## config.mk

```make
export PLATFORM = sky130hd
export DESIGN_NAME = fetch_ctrl_flat
export DESIGN_NICKNAME = d
export VERILOG_FILES = /design/src/rtl/fetch_ctrl_pkg.sv /design/src/rtl/fetch_ctrl_if.sv /design/src/rtl/cla_16b.sv /design/src/rtl/fetch_hold_buf.sv /design/src/rtl/fetch_ctrl.sv /design/src/flat_wrapper.sv
export SDC_FILE = /design/constraint.sdc
export NUM_CORES = 1
export LEC_CHECK = 0
export BUFFER_PORTS_ARGS = -buffer_cell sky130_fd_sc_hd__clkbuf_2
export CAP_MARGIN = 40
export CORE_MARGIN = 8
export CORE_UTILIZATION = 31
export CTS_CLUSTER_SIZE = 20
export DETAILED_ROUTE_END_ITERATION = 10
export PLACE_DENSITY = 0.56
export SLEW_MARGIN = 15
export SYNTH_ARGS = -nofsm -noshare
export SYNTH_HDL_FRONTEND = slang
export SYNTH_SLANG_ARGS = --single-unit
```

## constraint.sdc

```tcl
create_clock -name clk -period 12.95 [get_ports clk]
set_clock_uncertainty 0.15 [all_clocks]
set_input_delay 0 -clock clk [delete_from_list [all_inputs] [get_ports clk]]
set_output_delay 0 -clock clk [all_outputs]
set_load 0.005 [all_outputs]
```

## src/rtl/fetch_ctrl_pkg.sv

```systemverilog
// Shared types and default constants for the fetch-stage sequencing controller.
package fetch_ctrl_pkg;

  typedef enum logic [1:0] {
    ST_FETCH  = 2'b00,
    ST_HOLD   = 2'b01,
    ST_HALTED = 2'b10
  } fetch_state_e;

  localparam logic [15:0] RESET_PC_DEF  = 16'h0000;
  localparam logic [15:0] NOP_INSTR_DEF = 16'h0800;
  localparam logic [15:0] PC_INC_DEF    = 16'h0002;

endpackage

```

## src/rtl/fetch_ctrl_if.sv

```systemverilog
// Signal bundle between the fetch controller, instruction memory, execute/hazard logic and IF/ID.
interface fetch_ctrl_if;
  // imem_en is a request: imem_addr stays stable while imem_en=1 until a cycle with imem_done=1,
  // which may be the request cycle itself; imem_rdata is only meaningful in that cycle.
  // if_valid qualifies if_instr/if_pc_next every cycle; if_instr reads NOP when if_valid=0.
  logic        redirect_valid;
  logic [15:0] redirect_pc;
  logic        stall;
  logic        halt;
  logic        imem_done;
  logic [15:0] imem_rdata;
  logic        imem_en;
  logic [15:0] imem_addr;
  logic        if_valid;
  logic [15:0] if_instr;
  logic [15:0] if_pc_next;
  logic [15:0] pc_curr;
  logic        halted;

  modport master (
    input  redirect_valid, redirect_pc, stall, halt, imem_done, imem_rdata,
    output imem_en, imem_addr, if_valid, if_instr, if_pc_next, pc_curr, halted
  );

  modport slave (
    output redirect_valid, redirect_pc, stall, halt, imem_done, imem_rdata,
    input  imem_en, imem_addr, if_valid, if_instr, if_pc_next, pc_curr, halted
  );
endinterface

```

## src/rtl/cla_16b.sv

```systemverilog
// 16-bit adder built from per-bit generate/propagate terms; carry-out is not needed by its users.
module cla_16b (
  input  logic [15:0] a,
  input  logic [15:0] b,
  input  logic        cin,
  output logic [15:0] sum
);
  always_comb begin : add_chain
    logic carry;
    carry = cin;
    for (int i = 0; i < 16; i++) begin
      sum[i] = a[i] ^ b[i] ^ carry;
      carry  = (a[i] & b[i]) | ((a[i] ^ b[i]) & carry);
    end
  end
endmodule

```

## src/rtl/fetch_hold_buf.sv

```systemverilog
// One-entry instruction+PC buffer that keeps a stalled fetch result alive while IF/ID is held.
module fetch_hold_buf (
  input  logic        clk,
  input  logic        rst,
  input  logic        load,
  input  logic        flush,
  input  logic [15:0] instr_in,
  input  logic [15:0] pc_in,
  output logic        valid,
  output logic [15:0] instr,
  output logic [15:0] pc
);
  always_ff @(posedge clk or negedge rst) begin
    if (!rst) begin
      valid <= 1'b0;
      instr <= '0;
      pc    <= '0;
    end else if (flush) begin
      valid <= 1'b0;
    end else if (load) begin
      valid <= 1'b1;
      instr <= instr_in;
      pc    <= pc_in;
    end
  end
endmodule

```

## src/rtl/fetch_ctrl.sv

```systemverilog
// Fetch-stage controller: owns the PC, issues instruction-memory requests and feeds IF/ID,
// handling memory wait states, hazard stalls, execute redirects and halt.
import fetch_ctrl_pkg::*;

module fetch_ctrl #(
  parameter logic [15:0] RESET_PC  = RESET_PC_DEF,
  parameter logic [15:0] NOP_INSTR = NOP_INSTR_DEF,
  parameter logic [15:0] PC_INC    = PC_INC_DEF
) (
  input  logic         clk,
  input  logic         rst,
  fetch_ctrl_if.master bus,
  output fetch_state_e dbg_state
);
  fetch_state_e state, state_d;
  logic [15:0]  pc, pc_d, pend_pc, pend_pc_d, pc_inc, add_a;
  logic         pend_valid, pend_valid_d;
  logic         buf_load, buf_flush, buf_valid;
  logic [15:0]  buf_instr, buf_pc;
  logic         valid_raw;
  logic [15:0]  instr_raw;

  fetch_hold_buf u_hold (
    .clk(clk), .rst(rst), .load(buf_load), .flush(buf_flush),
    .instr_in(bus.imem_rdata), .pc_in(pc),
    .valid(buf_valid), .instr(buf_instr), .pc(buf_pc)
  );

  // One adder serves both the next sequential PC and if_pc_next of a buffered instruction.
  assign add_a = buf_valid ? buf_pc : pc;

  cla_16b u_pc_add (.a(add_a), .b(PC_INC), .cin(1'b0), .sum(pc_inc));

  always_ff @(posedge clk or negedge rst) begin
    if (!rst) begin
      state      <= ST_FETCH;
      pc         <= RESET_PC;
      pend_valid <= 1'b0;
      pend_pc    <= '0;
    end else begin
      state      <= state_d;
      pc         <= pc_d;
      pend_valid <= pend_valid_d;
      pend_pc    <= pend_pc_d;
    end
  end

  always_comb begin
    state_d      = state;
    pc_d         = pc;
    pend_valid_d = pend_valid;
    pend_pc_d    = pend_pc;
    buf_load     = 1'b0;
    buf_flush    = 1'b0;
    valid_raw    = 1'b0;
    instr_raw    = bus.imem_rdata;
    case (state)
      ST_FETCH: begin
        if (bus.imem_done) begin
          if (bus.halt) begin
            state_d = ST_HALTED;
          end else if (bus.redirect_valid || pend_valid) begin
            // Returned word belongs to the wrong path; a same-cycle redirect beats the pending one.
            pc_d         = bus.redirect_valid ? bus.redirect_pc : pend_pc;
            pend_valid_d = 1'b0;
          end else begin
            valid_raw = 1'b1;
            pc_d      = pc_inc;
            if (bus.stall) begin
              buf_load = 1'b1;
              state_d  = ST_HOLD;
            end
          end
        end else if (bus.halt) begin
          state_d = ST_HALTED;
        end else if (bus.redirect_valid) begin
          pend_valid_d = 1'b1;
          pend_pc_d    = bus.redirect_pc;
        end
      end
      ST_HOLD: begin
        instr_raw = buf_instr;
        if (bus.halt) begin
          buf_flush = 1'b1;
          state_d   = ST_HALTED;
        end else if (bus.redirect_valid) begin
          buf_flush = 1'b1;
          pc_d      = bus.redirect_pc;
          state_d   = ST_FETCH;
        end else begin
          valid_raw = 1'b1;
          if (!bus.stall) begin
            buf_flush = 1'b1;
            state_d   = ST_FETCH;
          end
        end
      end
      default: begin
        state_d = ST_HALTED;
      end
    endcase
  end

  assign bus.imem_en    = rst && (state == ST_FETCH);
  assign bus.imem_addr  = pc;
  assign bus.if_valid   = rst && valid_raw;
  assign bus.if_instr   = bus.if_valid ? instr_raw : NOP_INSTR;
  assign bus.if_pc_next = pc_inc;
  assign bus.pc_curr    = pc;
  assign bus.halted     = (state == ST_HALTED);
  assign dbg_state      = state;
endmodule

```

## src/flat_wrapper.sv

```systemverilog
// flat-port wrapper written by rule: the top's interface ports become plain ports
module fetch_ctrl_flat 
#(
  parameter logic [15:0] RESET_PC  = RESET_PC_DEF,
  parameter logic [15:0] NOP_INSTR = NOP_INSTR_DEF,
  parameter logic [15:0] PC_INC    = PC_INC_DEF
)
  (clk, rst, dbg_state, bus_redirect_valid, bus_redirect_pc, bus_stall, bus_halt, bus_imem_done, bus_imem_rdata, bus_imem_en, bus_imem_addr, bus_if_valid, bus_if_instr, bus_if_pc_next, bus_pc_curr, bus_halted);
  fetch_ctrl_if bus_i ();
  input  logic clk;
  input  logic rst;
  output fetch_state_e dbg_state;
  input wire logic [$bits(bus_i.redirect_valid)-1:0] bus_redirect_valid;
  input wire logic [$bits(bus_i.redirect_pc)-1:0] bus_redirect_pc;
  input wire logic [$bits(bus_i.stall)-1:0] bus_stall;
  input wire logic [$bits(bus_i.halt)-1:0] bus_halt;
  input wire logic [$bits(bus_i.imem_done)-1:0] bus_imem_done;
  input wire logic [$bits(bus_i.imem_rdata)-1:0] bus_imem_rdata;
  output wire logic [$bits(bus_i.imem_en)-1:0] bus_imem_en;
  output wire logic [$bits(bus_i.imem_addr)-1:0] bus_imem_addr;
  output wire logic [$bits(bus_i.if_valid)-1:0] bus_if_valid;
  output wire logic [$bits(bus_i.if_instr)-1:0] bus_if_instr;
  output wire logic [$bits(bus_i.if_pc_next)-1:0] bus_if_pc_next;
  output wire logic [$bits(bus_i.pc_curr)-1:0] bus_pc_curr;
  output wire logic [$bits(bus_i.halted)-1:0] bus_halted;
  assign bus_i.redirect_valid = bus_redirect_valid;
  assign bus_i.redirect_pc = bus_redirect_pc;
  assign bus_i.stall = bus_stall;
  assign bus_i.halt = bus_halt;
  assign bus_i.imem_done = bus_imem_done;
  assign bus_i.imem_rdata = bus_imem_rdata;
  assign bus_imem_en = bus_i.imem_en;
  assign bus_imem_addr = bus_i.imem_addr;
  assign bus_if_valid = bus_i.if_valid;
  assign bus_if_instr = bus_i.if_instr;
  assign bus_if_pc_next = bus_i.if_pc_next;
  assign bus_pc_curr = bus_i.pc_curr;
  assign bus_halted = bus_i.halted;
  fetch_ctrl #(.RESET_PC(RESET_PC), .NOP_INSTR(NOP_INSTR), .PC_INC(PC_INC)) u_core (.clk(clk), .rst(rst), .bus(bus_i), .dbg_state(dbg_state));
endmodule
```

==> out/qor.txt, run 1 <==
Cell accounting for the most synthesized area = dfrtp_1
Run status = finished, final reports clean
Critical path peak fanout = 17
Largest net degree at the start of global routing = 48
Clock transition at path regs = 0.05 ns
Mapped Cells = 352
Most frequent cells after synthesis = dfrtp_1 (68), mux2_2 (58), nand2_1 (52)
Cell count after placement = 572
GRT Residual Overflow = 0
Total CTS buffers = 9
Via-per-instance ratio = 4.86
Final setup viols = 0
Register-to-Register Path Depth = 19
Postcts setup bufs = 0
Fraction of registers with async set/reset = 100%
I/O pins = 107
Sequential fraction of the synthesis area = 45.9%
Placer Congestion = 0.758
R2r endpoint = u_core.bus.imem_addr[14]$_DFFE_PN0P_
Maximum buffer depth of the clock tree = 2
RSZ-0062 raised after global routing = false
Met3 usage = 3.10%
Crit path kind = reg2out
DR vias = 3,038
DRC = 0
CP Launch Point = u_core.u_hold.valid$_DFFE_PN0P_
CTS root buffer = clkbuf_16
Netlist Area Pre-Place = 3710 sq um
PwrDens = 115 nW/um^2
Synth area leaders = dfrtp_1 (46%), mux2_2 (18%), nand2_1 (5.3%)
Max H-tree Level = 3
Most Crowded Layer GR = met2
Initial Utilization = 31.2%
R2R Path Start = u_core.u_hold.valid$_DFFE_PN0P_
Met2 Use GR = 21.8%
Most frequent cell after synthesis = dfrtp_1
Die span in y = 125 um
Post-Route WL = 10,100 um
Clock Latency Late Sink = 0.32 ns
DP Worst Slack = 8.25 ns
Initial DRT Pass Iterations = 4
Yosys reg bits = 68
Max IR drop VDD = 0.0000431 V
Core footprint = 11,900 sq um
Setup TNS = 0 ns
Worst min path class = in2async
Worst slew pin tran = 0.836 ns
DIE WIDTH = 125 um
CTS Sinks = 68
Post-synth EDFFs = 0
GRT Resource Usage Total = 13.3%
Pins Over Slew Limit = 0
Highest Clock Rate = 212 MHz
Final setup margin = 8.22 ns
Finished Core Util = 41.9%
Post-layout net count = 526
Number of diodes = 0
CTS tree = yes
Layout cells sized above 1 = 40.0%
WP data required = 12.80 ns
Setup crit end kind = output pin
Avg Synthesized Cell Area = 10.5 sq um
Average wire per standard cell = 16.2 um
PortBufs = 106
DP HPWL = 7190 um
Count of cell types in the netlist = 35
Top cell type's share of synthesized area = 45.9%
Synth Warn # = 0
1st-iter DRT viols = 105
Die ar. = 15,700 sq um
Crit path launch type = flip-flop
Final non-filler cell total = 625
Global-route wire length before repair = 17,100 um
Tot Pwr = 0.570 mW
FP Rows = 40
Tmin final = 4.73 ns
Part of the cycle the worst path needs = 36.5%
Leak = 2.54 nW
Max Cap Viol = 0
Ys flop type = dfrtp_1
Hold violation count in the final report = 0
Reg2reg setup slack = 8.28 ns
Mapped Nets = 403
WP data arrival = 4.58 ns
Worst rel slew slack = 44.3%
Met1 Use GR = 16.8%
Post-DRT Antenna Nets = 0
Vias in the first global route = 3,314
Area growth syn-to-layout = 34.0%
Initial antenna violation count = 0
what timing repair did:
| item | in CTS | in global routing |
|---|---|---|
| endpoints found under the hold margin | 120 | 0 |
| gates resized for setup | 0 | 0 |
| hold buffers | 38 | 0 |
cell usage in the layout (no fill, tap or decap), types with 2 or more instances in the layout:
| cell | instances |
|---|---|
| nor2_1 | 7 |
| nand2b_1 | 4 |
| buf_6 | 2 |
| a21oi_1 | 34 |
| nor3_1 | 14 |
| o211ai_1 | 2 |
| clkbuf_16 | 9 |
| dlygate4sd3_1 | 38 |
| nor2b_1 | 2 |
| o21ai_0 | 16 |
| a31oi_1 | 2 |
| buf_4 | 3 |
| inv_1 | 6 |
| clkbuf_8 | 4 |
| clkbuf_2 | 105 |
| ha_1 | 13 |
| mux2_2 | 58 |
| nand2_1 | 52 |
| dfrtp_1 | 68 |
| mux2i_1 | 17 |
| o21ai_1 | 2 |
through the flow:
stage	hold slack, ns	cell area, sq um
floorplan	-0.446	3710
global placement	0.0997	4210
detailed placement	-0.130	4260
CTS	0.0589	4950
global route	0.112	4970
finish	0.0589	4970
area by class of cell:
type / count / area, sq um
clock buffer: 13 / 280
sequential: 68 / 1700
tap: 147 / 184
timing repair buffer: 151 / 998
clock inverter: 1 / 30.0
inverter: 7 / 26.3
fill: 1148 / 6900
multi-input combinational: 238 / 1750
routing by layer:
layer / up-vias / part of all wire, %
li1: 1445 / -
met1: 1511 / 46
met2: 73 / 47
met3: 9 / 4.8
met4: 0 / 1.5
met5: - / 0
worst max path at each step:
stage | to | cells past startpoint
after floorplan | u_core.bus.imem_addr[14]$_DFFE_PN0P_ | 20
after global placement | u_core.bus.imem_addr[14]$_DFFE_PN0P_ | 19
after detailed placement | u_core.bus.imem_addr[14]$_DFFE_PN0P_ | 19
after CTS | bus_if_pc_next[15] | 17
after global routing | bus_if_pc_next[15] | 17
final | bus_if_pc_next[15] | 17
where the power goes:
group / switching, mW / total, mW / internal, mW / leakage [nW]
Clock: 0.0852 / 0.253 / 0.168 / 0.154
Combinational: 0.0370 / 0.0807 / 0.0437 / 1.48
Sequential: 0.0126 / 0.236 / 0.224 / 0.909
worst max-delay path, cell delays in order (launching register included):
cell and delay, ns:
dfrtp_1 0.85, mux2i_1 0.37, inv_1 0.09, ha_1 0.19
ha_1 0.18, ha_1 0.19, ha_1 0.20, ha_1 0.20
ha_1 0.21, ha_1 0.20, ha_1 0.20, ha_1 0.21
ha_1 0.20, ha_1 0.20, ha_1 0.19, ha_1 0.20
xnor2_1 0.20, clkbuf_2 0.17
flip-flops by register name (all words and copies together), names as in the netlist:
signal                cells
u_core.bus.imem_addr     16
u_core.pend_valid         1
u_core.u_hold.instr      16
u_core.pend_pc           16
u_core.u_hold.pc         16
u_core.dbg_state          2
u_core.u_hold.valid       1
cells by family (layout without fill, tap and decap cells):
family	count (synthesis)	after routing	share of synthesized area, %
buffers and inverters	46	172	7.06
AO/OA/AOI/OAI	60	60	8.68
AND/OR/NAND/NOR	89	89	11.5
multiplexers	75	75	22.2
flip-flops	68	68	45.9
adder cells (fa/ha/maj)	13	13	4.39
XOR/XNOR	1	1	0.236
Note: power is estimated with default switching activity, not from simulation.
==> inputs of run 2 (changes only) <==
--- a/config.mk
+++ b/config.mk
@@ -11,7 +11,7 @@
 export CORE_UTILIZATION = 31
 export CTS_CLUSTER_SIZE = 20
 export DETAILED_ROUTE_END_ITERATION = 10
-export PLACE_DENSITY = 0.56
+export PLACE_DENSITY = 0.58
 export SLEW_MARGIN = 15
 export SYNTH_ARGS = -nofsm -noshare
 export SYNTH_HDL_FRONTEND = slang
==> constraint.sdc (replaced) <==
create_clock -name clk -period 3.99 [get_ports clk]
set_clock_uncertainty 0.15 [all_clocks]
set_input_delay 0 -clock clk [delete_from_list [all_inputs] [get_ports clk]]
set_output_delay 0 -clock clk [all_outputs]
set_load 0.005 [all_outputs]
==> out/qor.txt, run 2 (synthesis results as in run 1) <==
Max IR drop VDD = 0.000166 V
Die ar. = 15,700 sq um
Highest Clock Rate = 259 MHz
Largest stage delay, worst path = 0.44 ns
Cell count after placement = 582
Post-DRT Antenna Nets = 0
Crit path kind = reg2out
Via-per-instance ratio = 4.75
DIE WIDTH = 125 um
GRT Resource Usage Total = 13.7%
Number of diodes = 0
Clock Latency Late Sink = 0.33 ns
Hold violation count in the final report = 0
CTS tree = yes
Slowest-stage cell, CP = dfrtp_2
CTS root buffer = clkbuf_16
Max H-tree Level = 3
Final setup viols = 0
Most frequent cells in the layout = clkbuf_2 (105), dfrtp_1 (67), mux2_2 (57)
Pins Over Slew Limit = 0
Max Cap Viol = 0
Post-layout net count = 539
Area growth syn-to-layout = 40.0%
PortBufs = 106
Largest net degree at the start of global routing = 49
Core footprint = 11,900 sq um
Run status = finished, final reports clean
Tot Pwr = 1.87 mW
DP HPWL = 7130 um
Buf+Inv Stages, Crit Path = 2
Layout cells sized above 1 = 44.2%
Part of the cycle the worst path needs = 96.6%
Placer Congestion = 0.767
Placed cell area = 4350 sq um
Worst min path class = in2async
1st-iter DRT viols = 93
Worst rel slew slack = 46.3%
Post-Route WL = 10,400 um
Final setup margin = 0.136 ns
Reg2reg setup slack = 0.15 ns
Crit path launch type = flip-flop
I/O pins = 107
Initial DRT Pass Iterations = 4
DP Worst Slack = -0.0257 ns
Commonest non-fill, non-tap cell in the layout = clkbuf_2
Worst slew pin tran = 0.805 ns
WP data arrival = 3.70 ns
RSZ-0062 raised after global routing = false
Global-route wire length before repair = 17,200 um
PwrDens = 360 nW/um^2
Initial Utilization = 31.2%
Critical path peak fanout = 5
Average wire per standard cell = 16.3 um
Total CTS buffers = 9
Leak = 2.58 nW
Maximum buffer depth of the clock tree = 2
Tmin final = 3.85 ns
GRT Residual Overflow = 0
Vias in the first global route = 3,228
Worst path most repeated cell = ha_4
CTS Sinks = 68
Final non-filler cell total = 640
Setup crit end kind = output pin
DR vias = 3,038
DRC = 0
FP Rows = 40
Initial antenna violation count = 0
Cell area after layout = 5190 sq um
Crit path max-delay family = adder cells
WP data required = 3.84 ns
Clock transition at path regs = 0.05 ns
CP cell instances = mux2_4, ha_4, ha_2, ha_2, ha_2, ha_2, ha_2, ha_2, ha_4, ha_4, ha_4, ha_4, ha_4, ha_4, xnor2_4, buf_4, clkbuf_2
Die span in y = 125 um
## run 2: per-layer routing
layer  vias up  GRT usage [%]  part of all wire, %
li1       1486              -                    -
met5         -              0                    0
met1      1452           17.2                   47
met4         0           5.44                  1.4
met3        11           3.74                  4.9
met2        89           22.1                   47
## run 2: area by class of cell
cell class / count / area (sq um)
fill: 1116 / 6670
inverter: 7 / 26.3
multi-input combinational: 238 / 1870
sequential: 68 / 1700
clock inverter: 1 / 30.0
tap: 147 / 184
timing repair buffer: 164 / 1100
clock buffer: 15 / 268
## run 2: what timing repair did
item / CTS / global route
hold buffers: 38 / 0
resized for setup: 9 / 12
endpoints found under the hold margin: 120 / 0
setup endpoints to repair: 3 / 4
pin swaps: 3 / 3
buffers inserted: 2 / 1
## run 2: final timing paths
kind,end,start,cells past startpoint
setup / recovery,bus_if_pc_next[15],u_core.u_hold.valid$_DFFE_PN0P_,17
hold / removal,u_core.bus.imem_addr[2]$_DFFE_PN0P_,rst,3
setup reg to reg,u_core.bus.imem_addr[15]$_DFFE_PN0P_,u_core.u_hold.valid$_DFFE_PN0P_,19
hold reg to reg,u_core.u_hold.pc[7]$_DFFE_PN0P_,u_core.u_hold.pc[7]$_DFFE_PN0P_,1
max in group asynchronous,u_core.u_hold.pc[14]$_DFFE_PN0P_,rst,4
min in group clk,u_core.pend_valid$_DFFE_PN0P_,bus_redirect_valid,3
## run 2: worst min-delay path, stage by stage
cell and delay, ns:
dlygate4sd3_1 0.52, buf_4 0.13, buf_4 0.51
## run 2: stage by stage
stage / TNS, ns / hold WS [ns] / utilization (%)
6_report: 0 / 0.219 / 43.7
5_1_grt: 0 / 0.280 / 43.7
4_1_cts: 0 / 0.245 / 42.9
3_5_place_dp: -0.0257 / -0.233 / 36.7
3_3_place_gp: 0 / -0.237 / 36.3
2_1_floorplan: 0 / -0.446 / -
## run 2: power breakdown
| part | internal, mW | switching (mW) | total, mW | leakage, nW |
|---|---|---|---|---|
| Combinational | 0.166 | 0.138 | 0.304 | 1.53 |
| Sequential | 0.727 | 0.0342 | 0.761 | 0.908 |
| Clock | 0.519 | 0.282 | 0.801 | 0.144 |
